`config.mk`:
```
export PLATFORM = sky130hd
export DESIGN_NAME = cmp2_bist_flat
export DESIGN_NICKNAME = d
export VERILOG_FILES = /design/src/rtl/cmp2_pkg.sv /design/src/rtl/cmp2_bist_if.sv /design/src/rtl/cmp2_ref_model.sv /design/src/rtl/cmp2_bist.sv /design/src/flat_wrapper.sv
export SDC_FILE = /design/constraint.sdc
export NUM_CORES = 1
export LEC_CHECK = 0
export ABC_AREA = 1
export CAP_MARGIN = 20
export CORE_MARGIN = 2
export CORE_UTILIZATION = 58
export DETAILED_ROUTE_END_ITERATION = 8
export MAX_ROUTING_LAYER = met4
export PLACE_DENSITY = 0.94
export SYNTH_ARGS = -nofsm -noshare
export SYNTH_HDL_FRONTEND = slang
export SYNTH_SLANG_ARGS = --single-unit
```
`constraint.sdc`:
```
create_clock -name clk -period 3.39 [get_ports clk]
set_input_delay 0.5085 -clock clk [delete_from_list [all_inputs] [get_ports clk]]
set_output_delay 0.5085 -clock clk [all_outputs]
set_load 0.01 [all_outputs]
```
`src/rtl/cmp2_pkg.sv`:
```
// Shared definitions for the 2-bit comparator BIST: FSM encoding, vector count, widths.
package cmp2_pkg;

  localparam int unsigned NUM_VEC = 16;
  localparam int unsigned OP_W    = 2;
  localparam int unsigned IDX_W   = 2 * OP_W;
  localparam int unsigned ERR_W   = 5;

  typedef enum logic [2:0] {
    IDLE,
    DRIVE,
    WAIT,
    CHECK,
    DONE
  } state_t;

endpackage

```
`src/rtl/cmp2_bist_if.sv`:
```
// Operand/result bus between the BIST engine and the comparator under test.
interface cmp2_bist_if;

  logic [cmp2_pkg::OP_W-1:0] x_o;
  logic [cmp2_pkg::OP_W-1:0] y_o;
  logic                      g_i;
  logic                      l_i;
  logic                      e_i;

  modport master (output x_o, y_o, input g_i, l_i, e_i);
  modport slave  (input x_o, y_o, output g_i, l_i, e_i);

endinterface

```
`src/rtl/cmp2_ref_model.sv`:
```
// Golden unsigned 2-bit comparison used to judge the comparator under test.
module cmp2_ref_model
  import cmp2_pkg::*;
(
  input  logic [OP_W-1:0] x,
  input  logic [OP_W-1:0] y,
  output logic            g,
  output logic            l,
  output logic            e
);

  assign g = (x > y);
  assign l = (x < y);
  assign e = (x == y);

endmodule

```
`src/rtl/cmp2_bist.sv`:
```
// Exhaustive self-test of a 2-bit comparator: drives all 16 operand pairs, waits SETTLE
// cycles per vector, and counts vectors whose g/l/e response differs from the golden model.
module cmp2_bist
  import cmp2_pkg::*;
#(
  parameter int unsigned SETTLE = 1
) (
  input  logic              clk,
  input  logic              rst,
  input  logic              start,
  cmp2_bist_if.master       cmp,
  output logic              busy,
  output logic              done,
  output logic              pass,
  output logic [ERR_W-1:0]  err_cnt,
  output logic [IDX_W-1:0]  fail_idx
);

  state_t             state_q, state_d;
  logic [IDX_W-1:0]   idx_q, idx_d;
  logic [3:0]         wait_q, wait_d;
  logic [OP_W-1:0]    x_q, x_d, y_q, y_d;
  logic [ERR_W-1:0]   err_q, err_d;
  logic [IDX_W-1:0]   fidx_q, fidx_d;
  logic               busy_q, busy_d, done_q, done_d, pass_q, pass_d;
  logic               exp_g, exp_l, exp_e;
  logic               mismatch;

  cmp2_ref_model u_ref (
    .x (x_q),
    .y (y_q),
    .g (exp_g),
    .l (exp_l),
    .e (exp_e)
  );

  assign mismatch = ({cmp.g_i, cmp.l_i, cmp.e_i} != {exp_g, exp_l, exp_e});

  always_comb begin
    state_d = state_q;
    idx_d   = idx_q;
    wait_d  = wait_q;
    x_d     = x_q;
    y_d     = y_q;
    err_d   = err_q;
    fidx_d  = fidx_q;
    busy_d  = busy_q;
    done_d  = done_q;
    pass_d  = pass_q;
    unique case (state_q)
      IDLE, DONE: begin
        if (start) begin
          idx_d   = '0;
          err_d   = '0;
          fidx_d  = '0;
          done_d  = 1'b0;
          pass_d  = 1'b0;
          busy_d  = 1'b1;
          state_d = DRIVE;
        end
      end
      DRIVE: begin
        x_d     = idx_q[IDX_W-1:OP_W];
        y_d     = idx_q[OP_W-1:0];
        wait_d  = 4'(SETTLE - 1);
        state_d = WAIT;
      end
      WAIT: begin
        if (wait_q == '0) state_d = CHECK;
        else              wait_d  = wait_q - 4'd1;
      end
      CHECK: begin
        if (mismatch) begin
          if (err_q == '0) fidx_d = idx_q;
          if (err_q < ERR_W'(NUM_VEC)) err_d = err_q + 1'b1;
        end
        // pass is registered alongside done, so it must see this vector's updated count
        if (idx_q == IDX_W'(NUM_VEC - 1)) begin
          state_d = DONE;
          busy_d  = 1'b0;
          done_d  = 1'b1;
          pass_d  = (err_d == '0);
        end else begin
          idx_d   = idx_q + 1'b1;
          state_d = DRIVE;
        end
      end
      default: state_d = IDLE;
    endcase
  end

  always_ff @(posedge clk) begin
    if (rst) begin
      state_q <= IDLE;
      idx_q   <= '0;
      wait_q  <= '0;
      x_q     <= '0;
      y_q     <= '0;
      err_q   <= '0;
      fidx_q  <= '0;
      busy_q  <= 1'b0;
      done_q  <= 1'b0;
      pass_q  <= 1'b0;
    end else begin
      state_q <= state_d;
      idx_q   <= idx_d;
      wait_q  <= wait_d;
      x_q     <= x_d;
      y_q     <= y_d;
      err_q   <= err_d;
      fidx_q  <= fidx_d;
      busy_q  <= busy_d;
      done_q  <= done_d;
      pass_q  <= pass_d;
    end
  end

  assign cmp.x_o  = x_q;
  assign cmp.y_o  = y_q;
  assign busy     = busy_q;
  assign done     = done_q;
  assign pass     = pass_q;
  assign err_cnt  = err_q;
  assign fail_idx = fidx_q;

endmodule
```
`src/flat_wrapper.sv`:
```
// flat-port wrapper written by rule: the top's interface ports become plain ports
module cmp2_bist_flat import cmp2_pkg::*;
#(
  parameter int unsigned SETTLE = 1
)
  (clk, rst, start, busy, done, pass, err_cnt, fail_idx, cmp_x_o, cmp_y_o, cmp_g_i, cmp_l_i, cmp_e_i);
  cmp2_bist_if cmp_i ();
  input  logic clk;
  input  logic rst;
  input  logic start;
  output logic busy;
  output logic done;
  output logic pass;
  output logic [ERR_W-1:0] err_cnt;
  output logic [IDX_W-1:0] fail_idx;
  output wire logic [$bits(cmp_i.x_o)-1:0] cmp_x_o;
  output wire logic [$bits(cmp_i.y_o)-1:0] cmp_y_o;
  input wire logic [$bits(cmp_i.g_i)-1:0] cmp_g_i;
  input wire logic [$bits(cmp_i.l_i)-1:0] cmp_l_i;
  input wire logic [$bits(cmp_i.e_i)-1:0] cmp_e_i;
  assign cmp_x_o = cmp_i.x_o;
  assign cmp_y_o = cmp_i.y_o;
  assign cmp_i.g_i = cmp_g_i;
  assign cmp_i.l_i = cmp_l_i;
  assign cmp_i.e_i = cmp_e_i;
  cmp2_bist #(.SETTLE(SETTLE)) u_core (.clk(clk), .rst(rst), .start(start), .cmp(cmp_i), .busy(busy), .done(done), .pass(pass), .err_cnt(err_cnt), .fail_idx(fail_idx));
endmodule
```
Word level (Yosys, flattened, before mapping)
Index checks and enable logic that the tools add are counted.
{ "totals": {"in_bits": 6, "reg_bits": 27, "output_inout_bits": 16, "word_cells": 68} }
{ "classes": {"n_reduce_logical": 13, "n_addsub": 3, "n_eq_ne": 14, "mux": 25, "order_cmp": 3} }
{ "op_table": {"columns": ["op", "n"], "rows": [
  ["one-hot mux 4 bit (2 select lines)", 3],
  ["2-to-1 mux 4 bit", 5],
  ["2-to-1 mux 5 bit", 4],
  ["one-hot mux 3 bit (4 select lines)", 1],
  ["zero test 5 bit", 2],
  ["one-hot mux 5 bit (2 select lines)", 1],
  ["2-to-1 mux 3 bit", 3],
  ["inequality test 2 x 1 -> 1 bit (second input constant)", 4],
  ["equality test 3 x 2 -> 1 bit (second input constant)", 2],
  ["inequality test 2 bit (second input constant)", 3],
  ["one-hot mux 1 bit (2 select lines)", 3],
  ["AND reduction 2 bit", 3],
  ["AND reduction 3 bit", 2],
  ["adder 5 x 1 -> 5 bit (second input constant)", 1],
  ["less-than comparator 5 bit (second input constant)", 1],
  ["2-to-1 mux 1 bit", 5],
  ["adder 4 x 1 -> 4 bit (second input constant)", 1],
  ["equality test 4 bit (second input constant)", 1],
  ["zero test 4 bit", 1],
  ["AND reduction 4 bit", 1],
  ["nonzero test 2 bit", 2],
  ["subtractor 4 x 1 -> 4 bit (second input constant)", 1],
  ["equality test 3 x 1 -> 1 bit (second input constant)", 1],
  ["equality test 3 bit (second input constant)", 1],
  ["6 further kinds", 6]
]} }

Depth between registers and ports, before layout
Gate-level depths: netlist of run 1.
{ "depth": {"depth_word": 7, "mapped_depth": 15} }

By module
A second synthesis of run 1 with hierarchy kept.
{ "hier_totals": {"hier_cells": 204, "area_unflattened_um2": 1450.1} }
{ "modules_own_cells": {"columns": ["mod", "area_each_um2", "cells_per_inst", "n_inst", "seq_area_each_um2"], "rows": [
  ["cmp2_bist", 1385.1, 193, 1, 540.5],
  ["cmp2_ref_model", 65.1, 11, 1, 0.0]
]} }

Least setup slack after synthesis of run 1
Ideal clock, no wire load.
{ "synth_timing": {"path_type": "flip-flop to flip-flop", "from": "register u_core.y_q[1], in the netlist u_core.cmp.y_o[1]", "to": "register u_core.pass_q, in the netlist u_core.pass", "synth_period_minus_slack_ps": 1717, "setup_time_ps": 66, "setup_slack_ps": 1673, "arrival_ps": 1651, "required_time_ps": 3324, "stages_incl_launch_ff": 14, "path_cell_list": "dfxtp_1 -> inv_1 -> ha_1 -> nand2_1 -> nand2_2 -> nand2_1 -> nand3_4 -> nor2_8 -> nand2_1 -> nand2_1 -> nand2_1 -> nor2_2 -> nand2_1 -> a21oi_2"} }
{ "synth_between": {"elab_chain_len": 7} }
{ "synth_lines": {"columns": ["element", "line", "rtl"], "rows": [
  ["start: declaration", "cmp2_bist.sv:22", "logic [OP_W-1:0] x_q, x_d, y_q, y_d;"],
  ["start signal: assignment", "cmp2_bist.sv:109", "y_q <= y_d;"],
  ["less-than comparator 2 bit, or another cell as far along", "cmp2_ref_model.sv:13", "assign l = (x < y);"],
  ["inequality test 3 bit (*)", "cmp2_bist.sv:37", "assign mismatch = ({cmp.g_i, cmp.l_i, cmp.e_i} != {exp_g, exp_l, exp_e});"],
  ["2-to-1 mux 5 bit (*)", "cmp2_bist.sv:73", "if (mismatch) begin"],
  ["2-to-1 mux 5 bit (*)", "cmp2_bist.sv:50", "unique case (state_q)"],
  ["zero test 5 bit (*)", "cmp2_bist.sv:82", "pass_d = (err_d == '0);"],
  ["2-to-1 mux 1 bit (*)", "cmp2_bist.sv:78", "if (idx_q == IDX_W'(NUM_VEC - 1)) begin"],
  ["one-hot mux 1 bit (2 select lines) (*)", "cmp2_bist.sv:50", null],
  ["end signal: assignment", "cmp2_bist.sv:114", "pass_q <= pass_d;"],
  ["end: declaration", "cmp2_bist.sv:25", "logic busy_q, busy_d, done_q, done_d, pass_q, pass_d;"]
]} }
Every way passes the cells marked *; elsewhere a longest branch is shown, timed or not. The select of a mux whose other input is x is not followed.
A chain may end at the register's enable or synchronous reset.

Worst setup path after layout of run 1
{ "layout_timing": {"from": "register u_core.err_q[2], in the netlist u_core.err_cnt[2]", "to": "output err_cnt[2]"} }
{ "layout_lines": {"columns": ["element", "line", "rtl"], "rows": [
  ["start: declaration", "cmp2_bist.sv:23", "logic [ERR_W-1:0] err_q, err_d;"],
  ["start signal: assignment", "cmp2_bist.sv:110", "err_q <= err_d;"],
  ["end: declaration", "flat_wrapper.sv:14", "output logic [ERR_W-1:0] err_cnt;"]
]} }
No word-level cell between the ends.

==> results of run 1 <==
-- report_power, final --
group,leakage [nW],internal (mW),switching (mW),total (mW)
registers,0.219,0.375,0.0399,0.414
logic,0.498,0.251,0.436,0.687
clock network,0.0183,0.0484,0.106,0.154
-- cell usage after synthesis, types with 4 or more instances --
cell type  instances  area [um2]
a21oi_1           14       70.07
a21oi_2            6       52.55
dfxtp_1           27       540.5
ha_1               7       87.58
inv_1             24       90.09
inv_2              4       15.01
nand2_1           42       157.7
nand2_2            8       50.05
nand3_1            9       45.04
nor2_1            10       37.54
o21ai_0           12       60.06
-- flip-flops by register name, summed over array words and instances, names as in the netlist --
name             flops
u_core.state_q       3
u_core.idx_q         4
u_core.err_cnt       5
u_core.fail_idx      4
u_core.busy          1
u_core.pass          1
u_core.done          1
u_core.cmp.y_o       2
u_core.cmp.x_o       2
u_core.wait_q        4
-- kinds of logic after synthesis --
family / count (synthesis) / synth area share (%)
AND/OR/NAND/NOR: 86 / 31.28
AO/OA/AOI/OAI: 41 / 16.53
buffers and inverters: 32 / 8.590
flip-flops: 27 / 35.01
adder cells (fa/ha/maj): 7 / 5.672
XOR/XNOR: 4 / 2.269
multiplexers: 1 / 0.6483
-- cells in the final DEF, fill, tap and decap left out, types with 2 or more instances in the layout --
cell type / synthesis / routed
nand2_1: 42 / 42
dfxtp_1: 27 / 27
inv_1: 24 / 24
clkdlybuf4s50_1: 0 / 21
a21oi_1: 14 / 14
o21ai_0: 12 / 12
nor2_1: 10 / 10
nand3_1: 9 / 9
nand2_2: 8 / 8
ha_1: 7 / 7
a21oi_2: 6 / 6
inv_2: 4 / 4
nor2_8: 3 / 3
nor2_4: 3 / 3
xor2_1: 3 / 3
nor3_1: 3 / 3
clkbuf_4: 0 / 3
inv_6: 1 / 2
o21bai_1: 2 / 2
nand4_1: 2 / 2
o32ai_1: 2 / 2
-- final timing paths --
path                                         from  slack (ps)           endpoint
worst min-delay path            u_core.cmp.x_o[0]         490  u_core.cmp.x_o[0]
worst min register to register  u_core.cmp.x_o[0]         490  u_core.cmp.x_o[0]
worst max register to register  u_core.cmp.y_o[1]        1470        u_core.pass
worst max-delay path            u_core.err_cnt[2]        1330         err_cnt[2]
-- routing by layer --
layer  track usage [%]  up-vias
li1                  -      687
met1             28.65      610
met2             36.90       33
met3             5.116        7
met4             4.878        0
met5                 -        -
-- metrics by stage --
| stage | instance area [um2] | hold WS (ps) | cells | total power [mW] | setup slack [ps] |
|---|---|---|---|---|---|
| after floorplan | 1544 | 455.2 | 198 | 0.9481 | 1673 |
| after global placement | 1779 | 456.9 | 247 | 1.081 | 1281 |
| after detailed placement | 1779 | 469.1 | 247 | 1.107 | 1243 |
| after CTS | 1810 | 489.5 | 251 | 1.262 | 1307 |
| after global routing | 1810 | 516.9 | 251 | 1.359 | 1254 |
| final | 1810 | 485.3 | 251 | 1.255 | 1332 |
-- area by class of cell --
type	instances	area [um2]	share of cell area [%]
Clock buffer	3	22.52	1.244
Clock inverter	1	8.758	0.4838
Inverter	30	120.1	6.634
Multi-Input combinational cell	139	870.8	48.10
Sequential cell	27	540.5	29.85
Tap cell	30	37.54	2.073
Timing Repair Buffer	21	210.2	11.61
==> flow_metrics.py, run 1 <==
metrics = {
    "outcome": {
        "status": "completed",
    },
    "setup_path": {
        "crit_fanout": 8,
        "worst_ep_required_time_ps": 2880,
        "cpPeakStageDelay_ps": 610,
        "cp.buffers_inverters": 1,
        "critPathCaptureType": "output pin",
        "worstPathCellList": "clkdlybuf4s50_1",
        "arrival_ps": 1550,
        "cp.depth": 1,
        "ff2ff_path_depth": 13,
        "worstSetupPathType": "reg -> out",
        "critPathSlowestCell": "clkdlybuf4s50_1",
        "start_kind": "register",
        "crit_family": "buffers and inverters",
    },
    "worst_hold_path": {
        "whs_path_depth": 2,
        "hp-class": "reg -> reg",
    },
    "clocking": {
        "clk_latency_ps": 340,
        "cts_setup_buffers": 0,
        "clockRootBuffer": "clkbuf_4",
        "cts_tree": "done",
        "clkSlewWorstSetupHoldPaths_ps": 160,
        "cts_inserted_buffers": 3,
        "cts_sinks": 27,
        "cts-resized-gates": 0,
        "ctsHoldBuffers": 0,
        "cts_buffer_depth": 2,
        "htreeDepth": 1,
    },
    "cells_and_area": {
        "antenna_cells": 0,
        "fillers": 202,
        "fin_util_pct": 72.42,
        "layout-drive-gt1-share_pct": 16.29,
        "syn2layout_area_growth_pct": 17.26,
        "fin_nets": 235,
    },
    "floorplan": {
        "rows": 18,
        "die_x_um": 55.60,
        "start_util_pct": 61.76,
        "die_area_mm2": 0.003091,
        "core_area_mm2": 0.002500,
        "ios": 22,
        "die_y_um": 55.60,
    },
    "synthesis": {
        "ys.flop_type": "dfxtp_1",
        "synth_nets": 211,
        "netlist_area_mm2": 0.001544,
        "ys_seq_area_share_pct": 35.01,
        "ys_async_sr_fraction_pct": 0,
        "synth_edf_count": 0,
        "ys.warnings.count": 0,
        "synthCells": 198,
        "ys_ff_latch": 27,
        "postSynthAreaPerCell_um2": 7.798,
        "synthDistinctLibCells": 35,
    },
    "timing": {
        "setup_viol": 0,
        "worst_pin_slew_ps": 692.3,
        "fin_setup_tns_ps": 0,
        "fin_skew_ps": 4.121,
        "hold_viol_final": 0,
        "fin_crit_sh_pct": 60.71,
        "max_clock_freq_mhz": 485.9,
        "maxSlewViolCount": 0,
        "maxSlewHeadroom_pct": 53.70,
        "grt_setup_unrepaired": "no",
        "fin_crit_ps": 2058,
    },
    "global_routing": {
        "grt_pass1_vias": 1242,
        "grt_pass1_wl_um": 5520,
        "grt_util_all_layers_pct": 22.60,
        "grt_overflow": 0,
        "grt_max_degree": 18,
        "antenna_found_initial": 0,
    },
    "route": {
        "highest_layer": "met4",
        "drt-met1-wl_um": 1384,
        "routed_via_density": 5.327,
        "wl_per_cell_um": 12.41,
        "drt_first_pass_iters": 5,
        "drtIter0Drc": 38,
        "met2WireLength_um": 1574,
        "wl_um": 3116,
        "drc_errors": 0,
        "vias": 1337,
        "route.met3.wl_um": 121,
        "ant_nets": 0,
    },
    "placed_design": {
        "numPortBuffers": 21,
        "place_congestion": 0.8360,
        "dp_hpwl_um": 2530,
    },
    "power_and_ir_drop": {
        "peakVddDrop_uv": 605.5,
        "leakage_nw": 0.7361,
        "power.density_mw_per_mm2": 693.4,
    },
    "job": {
        "max_cap_violations": 0,
    },
}
(Power assumes the default switching activity.)
==> run 2, diff against run 1 <==
--- a/config.mk
+++ b/config.mk
@@ -8,10 +8,10 @@
 export ABC_AREA = 1
 export CAP_MARGIN = 20
 export CORE_MARGIN = 2
-export CORE_UTILIZATION = 58
+export CORE_UTILIZATION = 53
 export DETAILED_ROUTE_END_ITERATION = 8
 export MAX_ROUTING_LAYER = met4
-export PLACE_DENSITY = 0.94
+export PLACE_DENSITY = 0.88
 export SYNTH_ARGS = -nofsm -noshare
 export SYNTH_HDL_FRONTEND = slang
 export SYNTH_SLANG_ARGS = --single-unit
==> constraint.sdc (replaced) <==
create_clock -name clk -period 2.1 [get_ports clk]
set_input_delay 0.315 -clock clk [delete_from_list [all_inputs] [get_ports clk]]
set_output_delay 0.315 -clock clk [all_outputs]
set_load 0.01 [all_outputs]
==> run 2 against run 1 <==
Final area rose by 0.69%. First-iteration DRC count is 13% higher. Sequential cell count unchanged. Wire length fell by 0.64%. Worst hold slack got worse by 9.9 ps. Sequential share of layout area fell by 0.20 points. Register-to-register slack got worse by 1200 ps. Clock-buffer cell count is the same. Clock skew is 1.4 ps lower. Critical path type unchanged.
==> flow_metrics.py, run 2 (synthesized netlist as in run 1, its figures left out) <==
metrics = {
    "placed_design": {
        "place_area_mm2": 0.001795,
        "place_congestion": 0.8537,
        "numPortBuffers": 21,
        "dp_hpwl_um": 2494,
        "dp_slack_ps": 273.0,
    },
    "floorplan": {
        "die_area_mm2": 0.003361,
        "die_x_um": 57.98,
        "start_util_pct": 55.99,
        "rows": 19,
        "die_y_um": 57.98,
        "core_area_mm2": 0.002758,
        "ios": 22,
    },
    "global_routing": {
        "grt_pass1_wl_um": 5526,
        "grt_overflow": 0,
        "antenna_found_initial": 0,
        "grt_max_degree": 16,
        "grt_pass1_vias": 1290,
        "grt_util_all_layers_pct": 21.69,
    },
    "timing": {
        "maxSlewHeadroom_pct": 71.09,
        "fin_crit_ps": 1873,
        "hold_viol_final": 0,
        "max_clock_freq_mhz": 533.8,
        "maxSlewViolCount": 0,
        "fin_crit_sh_pct": 89.20,
        "worst_pin_slew_ps": 433.1,
        "fin_setup_tns_ps": 0,
        "worst_slack_ps": 226.8,
        "grt_setup_unrepaired": "no",
        "setup_viol": 0,
        "fin_skew_ps": 2.686,
    },
    "clocking": {
        "ctsHoldBuffers": 0,
        "cts_tree": "done",
        "cts_inserted_buffers": 3,
        "cts_sinks": 27,
        "cts_setup_buffers": 0,
        "htreeDepth": 1,
        "clockRootBuffer": "clkbuf_4",
        "cts_buffer_depth": 2,
        "clkSlewWorstSetupHoldPaths_ps": 140,
        "clk_latency_ps": 320,
        "cts-resized-gates": 0,
    },
    "setup_path": {
        "worstSetupPathType": "reg -> out",
        "crit_fanout": 8,
        "arrival_ps": 1560,
        "cpPeakStageDelay_ps": 620,
        "cp.buffers_inverters": 1,
        "start_kind": "register",
        "crit_family": "buffers and inverters",
        "critPathCaptureType": "output pin",
        "critPathSlowestCell": "clkdlybuf4s50_1",
        "worst_ep_required_time_ps": 1780,
        "worstPathCellList": "clkdlybuf4s50_1",
    },
    "power_and_ir_drop": {
        "leakage_nw": 0.7451,
        "p_switching_mw": 0.9035,
        "clockPowerShare_pct": 11.2,
        "pwr-share-comb_pct": 55.2,
        "p_int_mw": 1.082,
        "peakVddDrop_uv": 848.9,
        "p_sw_share_pct": 45.50,
        "seqPwrFrac_pct": 33.6,
        "power.density_mw_per_mm2": 1089,
    },
    "worst_hold_path": {
        "hp-class": "reg -> reg",
    },
    "cells_and_area": {
        "fillers": 228,
        "final_area_mm2": 0.001823,
        "layout-drive-gt1-share_pct": 17.04,
        "largest_register_ffs": 5,
        "final_common_cell": "nand2_1",
        "antenna_cells": 0,
        "syn2layout_area_growth_pct": 18.07,
        "layout_common_cells": "nand2_1 (42), dfxtp_1 (27), inv_1 (24)",
        "fin_nets": 237,
    },
    "route": {
        "drc_errors": 0,
        "routed_via_density": 5.244,
        "drt_first_pass_iters": 4,
        "drtIter0Drc": 43,
        "ant_nets": 0,
        "wl_per_cell_um": 12.19,
        "vias": 1332,
        "wl_um": 3096,
    },
    "outcome": {
        "status": "completed",
    },
    "job": {
        "max_cap_violations": 0,
    },
}
[run 2: cell types whose count changed in the layout (fill, tap and decap cells not counted)]
cell      delta
buf_4        +2
clkinv_2     +1
inv_6        -1
[run 2: final timing paths]
path	slack [ps]	cells after the start	startpoint	to
worst max-delay path	230	1	u_core.err_cnt[2]	err_cnt[2]
worst min-delay path	480	2	u_core.done	u_core.done
worst max register to register	240	13	u_core.cmp.y_o[1]	u_core.pass
worst min register to register	480	2	u_core.done	u_core.done
[run 2: area by class of cell]
class	instances	area (um2)	area share, %
Multi-Input combinational cell	139	870.8	47.77
Sequential cell	27	540.5	29.65
Timing Repair Buffer	23	225.2	12.35
Clock buffer	3	22.52	1.235
Clock inverter	1	5.005	0.2745
Inverter	30	120.1	6.589
Tap cell	31	38.79	2.128
[run 2: per-stage QoR]
stage	hold slack (ps)	total power, mW	util (%)	cells
final	475.4	1.986	66.11	254
after global routing	494.5	2.167	66.11	254
after CTS	479.3	1.998	66.11	254
after detailed placement	444.5	1.773	65.11	250
after global placement	444.7	1.740	65.11	250
after floorplan	394.1	1.531	-	198
[run 2: worst min-delay path, stage by stage, from the launching register on]
cell and delay [ps]:
dfxtp_1 350, nand2_1 50, o21ai_0 50
[run 2: per-layer routing]
| layer | share of wire [%] | global-route usage [%] | wire, um |
|---|---|---|---|
| met3 | 4.2 | 5.134 | 129 |
| met4 | 0.68 | 5.648 | 21 |
| met5 | 0 | - | 0 |
| met2 | 49 | 35.55 | 1502 |
| met1 | 47 | 26.89 | 1443 |
[run 2: power by group through the flow]
stage               combinational [mW]  clock (mW)  sequential, mW
global route                      1.23       0.254           0.679
global placement                  1.06           0           0.676
CTS                               1.10       0.233           0.667
finish                            1.10       0.222           0.667
detailed placement                1.09           0           0.678
floorplan                        0.845           0           0.685
